===== config.mk =====
export PLATFORM = sky130hd
export DESIGN_NAME = regfile_mp
export DESIGN_NICKNAME = d
export VERILOG_FILES = /design/src/rtl/regfile_mp.sv
export SDC_FILE = /design/constraint.sdc
export NUM_CORES = 2
export LEC_CHECK = 0
export BUFFER_PORTS_ARGS = -buffer_cell sky130_fd_sc_hd__buf_2
export CAP_MARGIN = 20
export CORE_MARGIN = 3
export CORE_UTILIZATION = 50
export CTS_CLUSTER_DIAMETER = 100
export DETAILED_ROUTE_END_ITERATION = 7
export PLACE_DENSITY = 0.81
export SLEW_MARGIN = 20
export SYNTH_ARGS = -nofsm -noshare
export SYNTH_HDL_FRONTEND = slang
export SYNTH_SLANG_ARGS = --single-unit
export TNS_END_PERCENT = 1

===== constraint.sdc =====
create_clock -name i_clk -period 36.4 [get_ports i_clk]
set_input_delay 3.64 -clock i_clk [delete_from_list [all_inputs] [get_ports i_clk]]
set_output_delay 3.64 -clock i_clk [all_outputs]
set_load 0.01 [all_outputs]

===== src/rtl/regfile_mp.sv =====
// Multi-port integer register file: NREAD registered read ports, ALU/LSU write ports, pending-write scoreboard.
// Optional macro REGFILE_BYPASS_EN enables same-cycle write-to-read forwarding.
module regfile_mp #(
    parameter int XLEN  = 32,
    parameter int NREGS = 32,
    parameter int NREAD = 2,
    localparam int AW   = $clog2(NREGS)
) (
    input  logic                   i_clk,
    input  logic                   i_reset,
    input  logic [NREAD*AW-1:0]    i_raddr,
    output logic [NREAD*XLEN-1:0]  o_rdata,
    output logic [NREAD-1:0]       o_rbusy,
    input  logic                   i_we0,
    input  logic [AW-1:0]          i_waddr0,
    input  logic [XLEN-1:0]        i_wdata0,
    input  logic                   i_we1,
    input  logic [AW-1:0]          i_waddr1,
    input  logic [XLEN-1:0]        i_wdata1,
    input  logic                   i_rsv_en,
    input  logic [AW-1:0]          i_rsv_addr,
    output logic [AW:0]            o_pending_cnt
);

    logic [XLEN-1:0]       r_mem [NREGS];
    logic [NREGS-1:0]      r_pend;
    logic [NREAD*XLEN-1:0] r_rdata;
    logic [NREAD-1:0]      r_rbusy;
    logic [AW:0]           r_cnt;

    logic [NREGS-1:0]      w_set;
    logic [NREGS-1:0]      w_clr;
    logic [NREGS-1:0]      w_pend_nxt;
    logic [AW:0]           w_inc;
    logic [AW:0]           w_dec;
    logic [AW-1:0]         w_raddr [NREAD];
    logic [NREAD*XLEN-1:0] w_rdata;
    logic [NREAD-1:0]      w_rbusy;

    // Reserve wins over a same-cycle clear so a new producer stays tracked.
    always_comb begin
        w_set = '0;
        w_clr = '0;
        if (i_rsv_en) w_set[i_rsv_addr] = 1'b1;
        if (i_we0)    w_clr[i_waddr0]   = 1'b1;
        if (i_we1)    w_clr[i_waddr1]   = 1'b1;
        w_pend_nxt    = (r_pend & ~w_clr) | w_set;
        w_pend_nxt[0] = 1'b0;
        w_inc = '0;
        w_dec = '0;
        for (int i = 1; i < NREGS; i++) begin
            w_inc = w_inc + {{AW{1'b0}}, w_pend_nxt[i] & ~r_pend[i]};
            w_dec = w_dec + {{AW{1'b0}}, r_pend[i] & ~w_pend_nxt[i]};
        end
    end

    always_comb begin
        w_rdata = '0;
        w_rbusy = '0;
        for (int k = 0; k < NREAD; k++) begin
            w_raddr[k] = i_raddr[k*AW +: AW];
            if (w_raddr[k] == '0) begin
                w_rdata[k*XLEN +: XLEN] = '0;
                w_rbusy[k]              = 1'b0;
            end else begin
`ifdef REGFILE_BYPASS_EN
                if (i_we1 && i_waddr1 == w_raddr[k])
                    w_rdata[k*XLEN +: XLEN] = i_wdata1;
                else if (i_we0 && i_waddr0 == w_raddr[k])
                    w_rdata[k*XLEN +: XLEN] = i_wdata0;
                else
                    w_rdata[k*XLEN +: XLEN] = r_mem[w_raddr[k]];
                w_rbusy[k] = w_pend_nxt[w_raddr[k]];
`else
                w_rdata[k*XLEN +: XLEN] = r_mem[w_raddr[k]];
                w_rbusy[k]              = r_pend[w_raddr[k]];
`endif
            end
        end
    end

    // Entry 0 is never written, so it stays at its reset value of zero.
    always_ff @(posedge i_clk or posedge i_reset) begin
        if (i_reset) begin
            for (int i = 0; i < NREGS; i++) r_mem[i] <= '0;
            r_pend  <= '0;
            r_rdata <= '0;
            r_rbusy <= '0;
            r_cnt   <= '0;
        end else begin
            for (int i = 1; i < NREGS; i++) begin
                if (i_we1 && i_waddr1 == AW'(i))
                    r_mem[i] <= i_wdata1;
                else if (i_we0 && i_waddr0 == AW'(i))
                    r_mem[i] <= i_wdata0;
            end
            r_pend  <= w_pend_nxt;
            r_rdata <= w_rdata;
            r_rbusy <= w_rbusy;
            r_cnt   <= r_cnt + w_inc - w_dec;
        end
    end

    assign o_rdata       = r_rdata;
    assign o_rbusy       = r_rbusy;
    assign o_pending_cnt = r_cnt;

endmodule


=== After elaboration in Yosys (flattened, before gate mapping) ===
Cells that the tools add are included.

* $add $sub $neg: 62
* Order comparisons: 10
* Equality and inequality tests: 62
* Muxes and demuxes: 85
* Bitwise logic cells: 130
* Reductions and logical operators: 98

{| class="wikitable"
|+ Operator list
! kind !! number
|-
| $mux W32 || 71
|-
| $bmux W32 S5 || 2
|-
| $add A6 B1 Y6 || 50
|-
| $eq A5 B5 Y1 const B || 32
|-
| $eq A5 B4 Y1 const B || 16
|-
| $logic_and A1 B1 Y1 || 65
|-
| $or A32 B32 Y32 || 2
|-
| $and A1 B1 Y1 || 62
|-
| $not A1 Y1 || 62
|-
| $reduce_bool A2 Y1 || 31
|-
| $eq A5 B3 Y1 const B || 8
|-
| $and A32 B32 Y32 || 1
|-
| $not A32 Y32 || 1
|-
| $lt A5 B6 Y1 const B || 5
|-
| $eq A5 B2 Y1 const B || 4
|-
| $demux W1 S5 || 3
|-
| $ge A5 B1 Y1 const B || 3
|-
| $add A5 B1 Y6 || 2
|-
| $ge A6 B6 Y1 const B || 2
|-
| $not A5 Y6 || 2
|-
| $add A4 B1 Y5 || 2
|-
| $bmux W1 S5 || 2
|-
| $eq A5 B1 Y1 const B || 2
|-
| $logic_not A5 Y1 || 2
|-
| 6 further kinds || 15
|}

* Register bits: 1,095
* Input bits: 94
* Output and inout port bits: 72
* Logic and storage cells: 482

=== Longest topological paths before layout ===
* Depth in word-level cells: 43
* Gate-level depth with buffers: 26

=== Worst setup path after synthesis ===
No wires, ideal clock.

* Path kind: in2reg
* Start: input i_rsv_addr[3]
* End: register r_cnt[4] (netlist: o_pending_cnt[4])
* Library setup time: 0.080 ns
* Arrival time: 9.916 ns
* Required time: 36.320 ns
* Path slack: 26.405 ns
* Cell stages on the path: 20
* Path buffers: 1
* Cell sequence: clkbuf_1 -> nor3b_1 -> nand2_1 -> or2_2 -> fa_1 -> fa_1 -> inv_1 -> fa_1 -> fa_1 -> inv_1 -> fa_1 -> fa_1 -> fa_1 -> fa_1 -> inv_1 -> ha_1 -> fa_1 -> a21o_1 -> a21oi_1 -> xnor2_1

* Cells in the longest elaborated chain, start to end: 39
* Elaborated cells between the ends (all ways): 162
* Those cells by class: add/sub (62); order compare (2); mux (3); bitwise (94); reduce/logical (1)

{| class="wikitable"
|+ RTL lines
! what !! RTL line !! text
|-
| from (decl) || 21 || <nowiki>input logic [AW-1:0] i_rsv_addr,</nowiki>
|-
| $lt A5 B6 Y1 (not written as such) / $ge A5 B1 Y1 (equally long branches) || 44 || <nowiki>if (i_rsv_en) w_set[i_rsv_addr] = 1'b1;</nowiki>
|-
| $logic_and A1 B1 Y1 (not written as such) || 44 ||
|-
| $mux W1 (not written as such) || 44 ||
|-
| $demux W1 S5 (*) || 44 ||
|-
| $mux W32 (*) || 44 ||
|-
| $or A32 B32 Y32 (*) || 47 || <nowiki>w_pend_nxt = (r_pend & ~w_clr) | w_set;</nowiki>
|-
| $and A1 B1 Y1 / $not A1 Y1 (equally long branches) || 52, 53 ||
|-
| $add A1 B1 Y2 / $and A1 B1 Y1 (equally long branches) || 52, 53 ||
|-
| $add A2 B1 Y3 / $add A1 B1 Y2 (equally long branches) || 52, 53 ||
|-
| $add A3 B1 Y4 / $add A2 B1 Y3 (equally long branches) || 52, 53 ||
|-
| $add A4 B1 Y5 / $add A3 B1 Y4 (equally long branches) || 52, 53 ||
|-
| $add A5 B1 Y6 / $add A4 B1 Y5 (equally long branches) || 52, 53 ||
|-
| $add A6 B1 Y6 / $add A5 B1 Y6 (equally long branches) || 52, 53 ||
|-
| $add A6 B1 Y6, on equally long branches (24 in series) || 52, 53 ||
|-
| $add A6 B6 Y6 / $add A6 B1 Y6 (equally long branches) || 100, 53 ||
|-
| $sub A6 B6 Y6 (*) || 100 || <nowiki>r_cnt <= r_cnt + w_inc - w_dec;</nowiki>
|-
| to (signal assigned) || 100 ||
|-
| to (decl) || 29 || <nowiki>logic [AW:0] r_cnt;</nowiki>
|}

Every way passes the cells marked *; elsewhere a longest branch is shown, timed or not.
A chain may end at the register's enable or synchronous reset.

=== Worst setup path in the final report ===
* Start: input i_waddr0[1]
* End: register r_cnt[4] (netlist: o_pending_cnt[4])

* Cells in the longest elaborated chain, start to end: 43
* Elaborated cells between the ends (all ways): 166
* Those cells by class: add/sub (62); order compare (2); mux (4); bitwise (97); reduce/logical (1)

{| class="wikitable"
|+ RTL lines
! what !! RTL line !! text
|-
| from (decl) || 15 || <nowiki>input logic [AW-1:0] i_waddr0,</nowiki>
|-
| $lt A5 B6 Y1 (not written as such) / $ge A5 B1 Y1 (equally long branches) || 45 || <nowiki>if (i_we0) w_clr[i_waddr0] = 1'b1;</nowiki>
|-
| $logic_and A1 B1 Y1 (not written as such) || 45 ||
|-
| $mux W1 (not written as such) || 45 ||
|-
| $demux W1 S5 (*) || 45 ||
|-
| $mux W32 (*) || 45 ||
|-
| $or A32 B32 Y32 (no source line) || - ||
|-
| $mux W32 (*) || 46 || <nowiki>if (i_we1) w_clr[i_waddr1] = 1'b1;</nowiki>
|-
| $not A32 Y32 (*) || 47 ||
|-
| (+4 left out) || - ||
|-
| $add A2 B1 Y3 / $add A1 B1 Y2 (equally long branches) || 52, 53 ||
|-
| $add A3 B1 Y4 / $add A2 B1 Y3 (equally long branches) || 52, 53 ||
|-
| $add A4 B1 Y5 / $add A3 B1 Y4 (equally long branches) || 52, 53 ||
|-
| $add A5 B1 Y6 / $add A4 B1 Y5 (equally long branches) || 52, 53 ||
|-
| $add A6 B1 Y6 / $add A5 B1 Y6 (equally long branches) || 52, 53 ||
|-
| $add A6 B1 Y6, on equally long branches (24 in series) || 52, 53 ||
|-
| $add A6 B6 Y6 / $add A6 B1 Y6 (equally long branches) || 100, 53 ||
|-
| $sub A6 B6 Y6 (*) || 100 ||
|}

Marked as above.

==> metrics.txt <==
number of fill cells=around 11000; top cells by area, synth=dfrtp_1 40%, mux2i_1 23%, mux4_2 4.3%, nand2_1 4.1%, a21oi_1 3.4%; worst r2r src=r_pend[13]; Max Clock Skew=about 0.05 ns; Remaining DRCs=0; count of final hold-check violations=0; Least-Margin Pin Slew=approximately 1.3 ns; fin crit share=between 20% and 30%; Yosys top cell area share=39.8%; Yosys top cell by area=dfrtp_1; area grow syn2layout=6.46%; Yosys warning count=32; clk sinks=1095; post-synthesis register bit count=between 1000 and 1500; DR vias=59800; critical path arrival=11.45 ns; Worst VDD drop=around 0.13 mV; post-CTS setup buffers=0; number of synthesized flops with an enable pin=0; # setup viols final=0; achievable frequency=between 90 and 100 MHz; Core Util, Final=between 50% and 60%; DRT iter0 DRCs=a little over 10000; syn_nets=7205; Top Ports=~170; Synth Flop Type=dfrtp_1; Post-Synthesis Cell Area=0.0689 sq mm; largest net degree at the start of global routing=around 180; Critical Path RT=around 37 ns; Hold Path Depth=2; Starting Density=about half; Slew HR=approximately an eighth; pwr dens=approximately 57 mW/mm^2; Avg WL per Cell=~29 microns; router iterations before antenna repair=8; Synth Instances=between 7000 and 8000; die span in x=between 300 and 400 microns; Worst Setup SP=i_waddr0[1]; Die Ht=377 microns; Netlist cell types=74; Detail Placement HPWL=139 mm; clock tree buffer depth=3; Hold Path Class=reg2reg; R2R cell count=17; CP max FO=34; RSZ-0062 raised after global routing=false; worst skew pair latency=a little under 0.8 ns; core area=about 0.14 sq mm; first-pass GRT wire length=369 mm; Setup crit end kind=register; TritonCTS clock tree=built; Post-Route WL=around 250 mm; maxcap violations=0; gr ovfl total=0; initial antenna violation count=21; Rows=roughly 140; GRT Overall Usage=34.3%; most frequent cells in the layout=1557 x mux2i_1, 1095 x dfrtp_1, 722 x nand2_1; total CTS buffers=around 120; Final nets=just under 7000; min cycle time layout=between 10 and 15 ns; vias per inst=7.01; layout cells sized above 1=11.9%; Slew Limit Fails=0; Leak Pwr=between 30 and 40 nW; vias in the first global route=just under 60000; gp weighted congestion=between 0.9 and 1; Setup TNS=0 ns; sequential element share of the synthesized area=approximately two fifths; crit start category=input pin; CTS Hold Bufs=0; Syn Area/Cell=slightly below 10 sq um; antenna viol nets, final=0; hold_sp=r_mem[189]; Critical Setup Path Class=in2reg; Die Area=about 0.14 sq mm; most common cell after layout, fill and taps aside=mux2i_1; CTS Root Cell=clkbuf_16; Synth async-reset ratio=100%; Port Buffer Count=around 170; htree depth=3; # resized after CTS=0; Clock transition at path regs=around 0.060 ns; outcome=complete, no violations
==> cell usage after synthesis, drive strengths merged, types with 32 or more instances <==
library cell / n
a31oi: 128
mux4: 133
o21ai: 502
a211oi: 34
mux2i: 1557
a221o: 65
nand2: 758
nor2b: 43
fa: 56
a21oi: 470
a22o: 32
clkbuf: 431
a22oi: 65
nor2: 558
o22ai: 264
mux2: 66
buf: 351
nor4: 33
dfrtp: 1095
nor3: 168
inv: 83
==> cell families after synthesis <==
kind of cell / synth area share, %
flops: 39.8
compound gates: 13.5
fa+ha+maj: 1.86
simple gates: 10.7
mux: 28.0
xor+xnor: 0.0763
buf+inv: 6.10
==> cell type report <==
class	instances	area [sq um]	share of cell area, %
inverters	83	319	0.435
well taps	1781	2230	3.04
clock inverters	35	378	0.515
repair buffers	271	1750	2.38
flip-flops and latches	1095	27400	37.4
diodes	13	32.5	0.0444
clock buffers	179	3560	4.86
multi-input cells	5082	37700	51.4
==> layer usage <==
metal | share of wire [%] | track usage, %
met5 | 0.023 | 0
met3 | 14 | 11.3
met2 | 42 | 49.8
met1 | 34 | 42.2
met4 | 8.8 | 26.3
==> where the power goes <==
part / internal, mW / switching, mW / total (mW)
Sequential: 1.54 / 0.277 / 1.82
Combinational: 0.542 / 0.593 / 1.13
Clock: 0.707 / 0.532 / 1.24
==> path summary, 6_finish.rpt <==
kind	slack (ns)	end
max	25.60	o_pending_cnt[4]
min	0.57	r_mem[189]
max reg2reg	29.97	o_pending_cnt[4]
min reg2reg	0.57	r_mem[189]
max in group asynchronous	29.25	r_mem[877]
min in group asynchronous	3.02	r_mem[472]
==> worst max-delay path: stages <==
cell and delay [ns]:
buf_2 0.21, nor2b_1 0.79, nand2_2 1.01, a21oi_1 0.56
fa_1 0.52, fa_1 0.52, fa_1 0.57, fa_1 0.43
fa_1 0.49, fa_1 0.53, fa_1 0.43, fa_1 0.50
inv_1 0.05, ha_1 0.23, fa_1 0.48, a21o_1 0.17
a21oi_1 0.18, xnor2_1 0.14
==> per-stage QoR <==
stage	area [sq um]	setup slack [ns]	hold slack (ns)	cells	total power, mW
2_1_floorplan	68900	1.93	0.516	7042	2.62
3_3_place_gp	69300	25.13	0.541	8308	2.86
3_5_place_dp	69300	25.09	0.551	8309	2.93
4_1_cts	73200	25.76	0.561	8523	4.15
5_1_grt	73300	25.49	0.578	8530	4.38
6_report	73300	25.60	0.565	8539	4.19
==> sequential cells by signal, indices dropped and copies added (netlist names) <==
signal,flops
r_pend,31
o_rdata,64
o_rbusy,2
r_mem,992
o_pending_cnt,6
Power figures use the tool's default switching activity.
